<file path="src/rtl/pipelined_addsub.sv">
// Segmented-carry add/sub with optional saturation; STAGES-cycle latency, one op per cycle.
// The whole pipe advances only when the output slot is empty or taken; otherwise every stage holds.
module pipelined_addsub #(
  parameter int WIDTH  = 16,
  parameter int STAGES = 4
) (
  input  logic             clk,
  input  logic             rst_n,
  input  logic             in_valid,
  output logic             in_ready,
  input  logic [WIDTH-1:0] A,
  input  logic [WIDTH-1:0] B,
  input  logic [1:0]       mode,
  output logic             out_valid,
  input  logic             out_ready,
  output logic [WIDTH-1:0] Sum,
  output logic             cout,
  output logic             ovf,
  output logic             zero,
  output logic             neg
);

  localparam int SEG = WIDTH / STAGES;
  localparam int MSB = WIDTH - 1;

  // carry holds the carry into the next segment; operands ride along so segments stay aligned
  typedef struct packed {
    logic [1:0]       mode;
    logic [WIDTH-1:0] a;
    logic [WIDTH-1:0] bx;
    logic [WIDTH-1:0] sum;
    logic             carry;
  } stage_t;

  stage_t             feed    [STAGES];
  stage_t             st_d    [STAGES];
  stage_t             st_q    [STAGES];
  logic   [SEG:0]     seg_sum [STAGES];
  logic [STAGES-1:0]  vld_q;
  logic               advance;

  assign advance   = !vld_q[STAGES-1] || out_ready;
  assign in_ready  = advance;
  assign out_valid = vld_q[STAGES-1];

  always_comb begin
    feed[0]       = '0;
    feed[0].mode  = mode;
    feed[0].a     = A;
    feed[0].bx    = mode[0] ? ~B : B;
    feed[0].carry = mode[0];
    for (int k = 1; k < STAGES; k++) begin
      feed[k] = st_q[k-1];
    end
    for (int k = 0; k < STAGES; k++) begin
      seg_sum[k] = {1'b0, feed[k].a[k*SEG +: SEG]} + {1'b0, feed[k].bx[k*SEG +: SEG]}
                 + {{SEG{1'b0}}, feed[k].carry};
      st_d[k]                   = feed[k];
      st_d[k].sum[k*SEG +: SEG] = seg_sum[k][SEG-1:0];
      st_d[k].carry             = seg_sum[k][SEG];
    end
  end

  always_ff @(posedge clk or negedge rst_n) begin
    if (!rst_n) begin
      vld_q <= '0;
      for (int k = 0; k < STAGES; k++) begin
        st_q[k] <= '0;
      end
    end else if (advance) begin
      vld_q[0] <= in_valid;
      for (int k = 1; k < STAGES; k++) begin
        vld_q[k] <= vld_q[k-1];
      end
      for (int k = 0; k < STAGES; k++) begin
        st_q[k] <= st_d[k];
      end
    end
  end

  assign cout = st_q[STAGES-1].carry;
  assign ovf  = (st_q[STAGES-1].a[MSB] == st_q[STAGES-1].bx[MSB]) &&
                (st_q[STAGES-1].sum[MSB] != st_q[STAGES-1].a[MSB]);

  // Saturation direction follows the sign of A, since overflow always pushes away from it
  always_comb begin
    Sum = st_q[STAGES-1].sum;
    if (st_q[STAGES-1].mode[1] && ovf) begin
      Sum = st_q[STAGES-1].a[MSB] ? {1'b1, {(WIDTH-1){1'b0}}} : {1'b0, {(WIDTH-1){1'b1}}};
    end
  end

  assign zero = (Sum == '0);
  assign neg  = Sum[MSB];

endmodule
</file>
<file path="config.mk">
export PLATFORM = sky130hd
export DESIGN_NAME = pipelined_addsub
export DESIGN_NICKNAME = d
export VERILOG_FILES = /design/src/rtl/pipelined_addsub.sv
export SDC_FILE = /design/constraint.sdc
export NUM_CORES = 1
export LEC_CHECK = 0
export ABC_AREA = 1
export BUFFER_PORTS_ARGS = -buffer_cell sky130_fd_sc_hd__buf_2
export CORE_MARGIN = 2
export CORE_UTILIZATION = 45
export CTS_CLUSTER_DIAMETER = 30
export DETAILED_ROUTE_END_ITERATION = 7
export GPL_TIMING_DRIVEN = 0
export PLACE_DENSITY = 0.67
export SETUP_SLACK_MARGIN = 0.3
export SLEW_MARGIN = 25
export SYNTH_ARGS = -nofsm -noshare
export SYNTH_HDL_FRONTEND = slang
export SYNTH_SLANG_ARGS = --single-unit
</file>
<file path="constraint.sdc">
create_clock -name clk -period 4.6 [get_ports clk]
set_clock_uncertainty 0.15 [all_clocks]
set_input_delay 0.92 -clock clk [delete_from_list [all_inputs] [get_ports clk]]
set_output_delay 0.92 -clock clk [all_outputs]
set_load 0.02 [all_outputs]
</file>
# Yosys cells after proc, flatten, opt, wreduce, memory -nomap -nowiden
# Cells that the tools add are included.
# totals
ff_bits,184
in_bits,38
out_inout_bits,22
elab_cells,40
# classes
addsub,8
n_eq_ne,2
mux,3
bitwise,1
n_reduce_logical,5
# op_table
operator,count
2-to-1 mux 16 bit,3
adder 4 x 4 -> 5 bit,4
adder 5 x 1 -> 5 bit,4
logical NOT 16 bit,1
NOT 16 bit,1
logical AND 1 bit,2
== test 1 bit,1
logical NOT 1 bit,1
logical OR 1 bit,1
inequality test 1 bit,1

# Logic depth before layout (Yosys ltp)
# logic_depth
word_depth,5
ltp_mapped,10
ltp_nobuf,9

# Least setup slack after synthesis
# OpenSTA, ideal clock, no wires.
# synth_timing
path_type,reg2out
from,reg st_q[16] (netlist bit)
to,out Sum[15]
arrival_ns,1.608
path_slack_ns,1.922
path_stages_with_launch,8
path_buffers,2
cell_sequence,dfrtp_1 inv_2 nand2_1 nand2_2 nand3_4 buf_6 a21boi_0 buf_4
# synth_between
elab_chain_len,4
# synth_rtl
element,line,rtl
start: declaration,37,stage_t st_q [STAGES];
start signal: indexed assignment,76,st_q[k] <= st_d[k];
inequality test 1 bit,83,(st_q[STAGES-1].sum[MSB] != st_q[STAGES-1].a[MSB]);
logical AND 1 bit,82,assign ovf = (st_q[STAGES-1].a[MSB] == st_q[STAGES-1].bx[MSB]) &&
logical AND 1 bit,88,if (st_q[STAGES-1].mode[1] && ovf) begin
2-to-1 mux 16 bit *,88,
end: declaration,16,"output logic [WIDTH-1:0] Sum,"
# Mark *: on every way between the ends. The rest lies on a longest branch, timed or not.

# Final worst setup path
# layout_timing
from,in out_ready
to,out in_ready
# layout_between
elab_chain_len,1
# layout_rtl
element,line,rtl
start: declaration,15,"input logic out_ready,"
logical OR 1 bit,42,assign advance = !vld_q[STAGES-1] || out_ready;
end: declaration,10,"output logic in_ready,"
# No other way between the ends.

==> impl_metrics.sql <==
INSERT INTO impl_metrics (metric_group, metric, value, unit) VALUES
('status', 'run_status', 'complete, no violations', ''),
('synthesis', 'synth_ff_type', 'sky130_fd_sc_hd__dfrtp_1', ''),
('setup_path', 'worstPathMaxFanout', '10', ''),
('synthesis', 'yosysTopAreaCell', 'sky130_fd_sc_hd__dfrtp_1', ''),
('floorplanning', 'placementRows', '37', ''),
('floorplanning', 'ioPinCount', '60', ''),
('synthesis', 'mean_area_per_synthesized_cell', '8.94', 'sq um'),
('pwr', 'ir_drop', '0.277', 'mV'),
('timing', 'finalSetupTns', '0', 'ns'),
('pwr', 'power.clock.fraction', '14.9', '%'),
('clocking', 'cts_setup_buffers', '0', ''),
('timing', 'report.final.slew_viol_count', '0', ''),
('setup_path', 'worst_r2r_path_depth', '6', ''),
('placed_design', 'io_buffer_count', '58', ''),
('synthesis', 'yosys.area.top_type_share', '54.7', '%'),
('timing', 'finalSetupViolCount', '0', ''),
('detailed_routing', 'drcViolationCount', '0', ''),
('clocking', 'cts_resized', '0', ''),
('synthesis', 'syn-cell-area', '0.00466', 'sq mm'),
('setup_path', 'timing.critical_path.from_type', 'primary input', ''),
('placed_design', 'post_dp_cell_area', '0.00516', 'sq mm'),
('timing', 'unrepaired_setup_endpoints_after_global_routing', 'false', ''),
('synthesis', 'ys_seq_elements', '102', ''),
('pwr', 'switching_share', '41.9', '%'),
('finish', 'num_antenna_cells', '0', ''),
('detailed_routing', 'initialDrtViolationCount', '170', ''),
('synthesis', 'netlist-cell-type-count', '30', ''),
('synthesis', 'synth_enable_flop_cells', '0', ''),
('floorplanning', 'die_w', '106', 'microns'),
('detailed_routing', 'routedWlPerCell', '13.2', 'microns'),
('setup_path', 'critical_path_required', '3.53', 'ns'),
('setup_path', 'endpoint_kind', 'output pin', ''),
('clocking', 'cts.reportedPaths.clkPinSlew', '0.10', 'ns'),
('synthesis', 'postSynth.asyncResetShare', '100', '%'),
('floorplanning', 'initial_core_util', '45.8', '%'),
('pwr', 'leakage', '2.77', 'nW'),
('setup_path', 'cpLargestDelayFamily', 'buffers and inverters', ''),
('floorplanning', 'floorplan.die_area', '0.0112', 'sq mm'),
('global_routing', 'grt_pass1_wl', '16200', 'microns'),
('timing', 'hold_violation_total_from_the_final_report', '0', ''),
('synthesis', 'syn-num-nets', '579', ''),
('setup_path', 'r2r_slack', '2.66', 'ns'),
('detailed_routing', 'final_ant_viol_nets', '0', ''),
('finish', 'layout-drive-gt1-share', '17.9', '%'),
('setup_path', 'timing.rr.end', 'feed[51]', ''),
('floorplanning', 'core', '0.0102', 'sq mm'),
('pwr', 'switchingPower', '0.00150', 'W'),
('setup_path', 'crit_path_top_delay_cell', 'sky130_fd_sc_hd__buf_2', ''),
('setup_path', 'timing.critical_path.buf_inv', '5', ''),
('global_routing', 'global_route.usage.total', '18.4', '%'),
('setup_path', 'slowest_delay', '0.20', 'ns'),
('timing', 'shortest_period_the_worst_path_allows', '2.89', 'ns'),
('pwr', 'comb_power_share', '42.5', '%'),
('floorplanning', 'die_height', '106', 'microns'),
('timing', 'least_margin_pin_slew', '0.556', 'ns'),
('clocking', 'clkLatencyLatePin', '0.36', 'ns'),
('synthesis', 'yosys_warning_count', '0', ''),
('flow_run', 'drv_cap', '0', ''),
('clocking', 'cts_tree', 'done', ''),
('timing', 'min_period_over_period', '62.8', '%'),
('global_routing', 'overflow', '0', ''),
('finish', 'finalNetCount', '649', ''),
('detailed_routing', 'vias_per_cell', '4.79', ''),
('setup_path', 'worstSetupPathType', 'primary input to output pin', ''),
('synthesis', 'register_area_share_after_synthesis', '54.7', '%'),
('finish', 'final_cell_area', '0.00534', 'sq mm'),
('timing', 'timing.slew.headroom', '62.9', '%'),
('detailed_routing', 'drt_pre_antenna_iters', '4', ''),
('clocking', 'cts.htree.levels', '3', ''),
('min_path', 'hold_path.class', 'primary input to asynchronous set/reset pin', ''),
('clocking', 'cts_buffers', '9', '');
[through the flow]
stage | std cells | power (W) | hold slack (ns) | setup WS (ns)
floorplan | 522 | 0.00257 | 0.290 | 1.92
global placement | 716 | 0.00300 | 0.303 | 1.42
detailed placement | 717 | 0.00307 | 0.301 | 1.71
CTS | 733 | 0.00360 | 0.320 | 1.71
global route | 733 | 0.00388 | 0.326 | 1.58
finish | 733 | 0.00357 | 0.304 | 1.71
[cells by family (layout without fill, tap and decap cells)]
| family | Yosys count | count (layout) | share of synthesized area [%] |
|---|---|---|---|
| AOI/OAI and AO/OA | 86 | 86 | 9.55 |
| xor gates and xnor gates | 18 | 18 | 3.38 |
| adders and majority gates | 19 | 19 | 6.22 |
| buffers and inverters | 66 | 141 | 6.25 |
| DFF | 102 | 102 | 54.7 |
| and+or+nand+nor | 231 | 231 | 19.9 |
[final cells by class]
| type | count | area (sq um) | share of cell area [%] |
|---|---|---|---|
| Sequential cell | 102 | 2550 | 47.8 |
| Multi-Input combinational cell | 354 | 1820 | 34.1 |
| Timing Repair Buffer | 59 | 324 | 6.07 |
| Tap cell | 136 | 170 | 3.19 |
| Inverter | 39 | 146 | 2.74 |
| Buffer | 27 | 145 | 2.72 |
| Clock buffer | 10 | 138 | 2.58 |
| Clock inverter | 6 | 43.8 | 0.820 |
[worst max path at each step]
| stage | from | endpoint | depth (start not counted) |
|---|---|---|---|
| 2_1_floorplan | st_q[16] | Sum[15] | 7 |
| 3_3_place_gp | rst_n | feed[123] | 1 |
| 3_5_place_dp | out_ready | in_ready | 6 |
| 4_1_cts | out_ready | in_ready | 6 |
| 5_1_grt | st_q[16] | zero | 9 |
| 6_report | out_ready | in_ready | 6 |
[power groups by stage]
stage	clock (W)	combinational (W)	sequential [W]
floorplan	0	0.00109	0.00149
global placement	0	0.00148	0.00153
detailed placement	0	0.00153	0.00154
CTS	0.000538	0.00153	0.00152
global route	0.000576	0.00174	0.00157
finish	0.000533	0.00152	0.00152
[state kept, by name (all words and copies together), names as in the netlist]
register  count
st_q         19
vld_q         4
cout          1
feed         78
[metal layers]
layer	vias to the layer above	track usage (%)	wire length (microns)
met5	-	0	0
met4	0	6.48	159
met3	17	3.59	409
met2	87	29.4	4530
met1	1631	25.4	4590
li1	1776	-	-
[Yosys cell counts (2+ instances only)]
cell and count:
sky130_fd_sc_hd__inv_2 2, sky130_fd_sc_hd__xnor2_1 15, sky130_fd_sc_hd__o31ai_1 2, sky130_fd_sc_hd__nand4_1 4, sky130_fd_sc_hd__ha_1 12, sky130_fd_sc_hd__inv_1 37, sky130_fd_sc_hd__nand2_2 2, sky130_fd_sc_hd__a21oi_1 8
sky130_fd_sc_hd__o21ai_0 71, sky130_fd_sc_hd__clkbuf_1 5, sky130_fd_sc_hd__buf_4 4, sky130_fd_sc_hd__nand2_1 197, sky130_fd_sc_hd__dfrtp_1 102, sky130_fd_sc_hd__fa_1 7, sky130_fd_sc_hd__nand3_1 4, sky130_fd_sc_hd__nand3b_1 2
sky130_fd_sc_hd__or2_2 2, sky130_fd_sc_hd__buf_2 17, sky130_fd_sc_hd__xor2_1 3, sky130_fd_sc_hd__nor2_1 16
[layout by cell type, fill, tap and decap left out, types with 3 or more instances in the layout]
master / Yosys / routed
sky130_fd_sc_hd__a21oi_1: 8 / 8
sky130_fd_sc_hd__fa_1: 7 / 7
sky130_fd_sc_hd__xnor2_1: 15 / 15
sky130_fd_sc_hd__clkbuf_8: 0 / 10
sky130_fd_sc_hd__clkbuf_1: 5 / 5
sky130_fd_sc_hd__inv_6: 0 / 3
sky130_fd_sc_hd__buf_4: 4 / 4
sky130_fd_sc_hd__nand2_1: 197 / 197
sky130_fd_sc_hd__o21ai_0: 71 / 71
sky130_fd_sc_hd__inv_1: 37 / 37
sky130_fd_sc_hd__nand4_1: 4 / 4
sky130_fd_sc_hd__buf_2: 17 / 74
sky130_fd_sc_hd__ha_1: 12 / 12
sky130_fd_sc_hd__dfrtp_1: 102 / 102
sky130_fd_sc_hd__nand3_1: 4 / 4
sky130_fd_sc_hd__xor2_1: 3 / 3
sky130_fd_sc_hd__nor2_1: 16 / 16
Power figures use the tool's default switching activity.
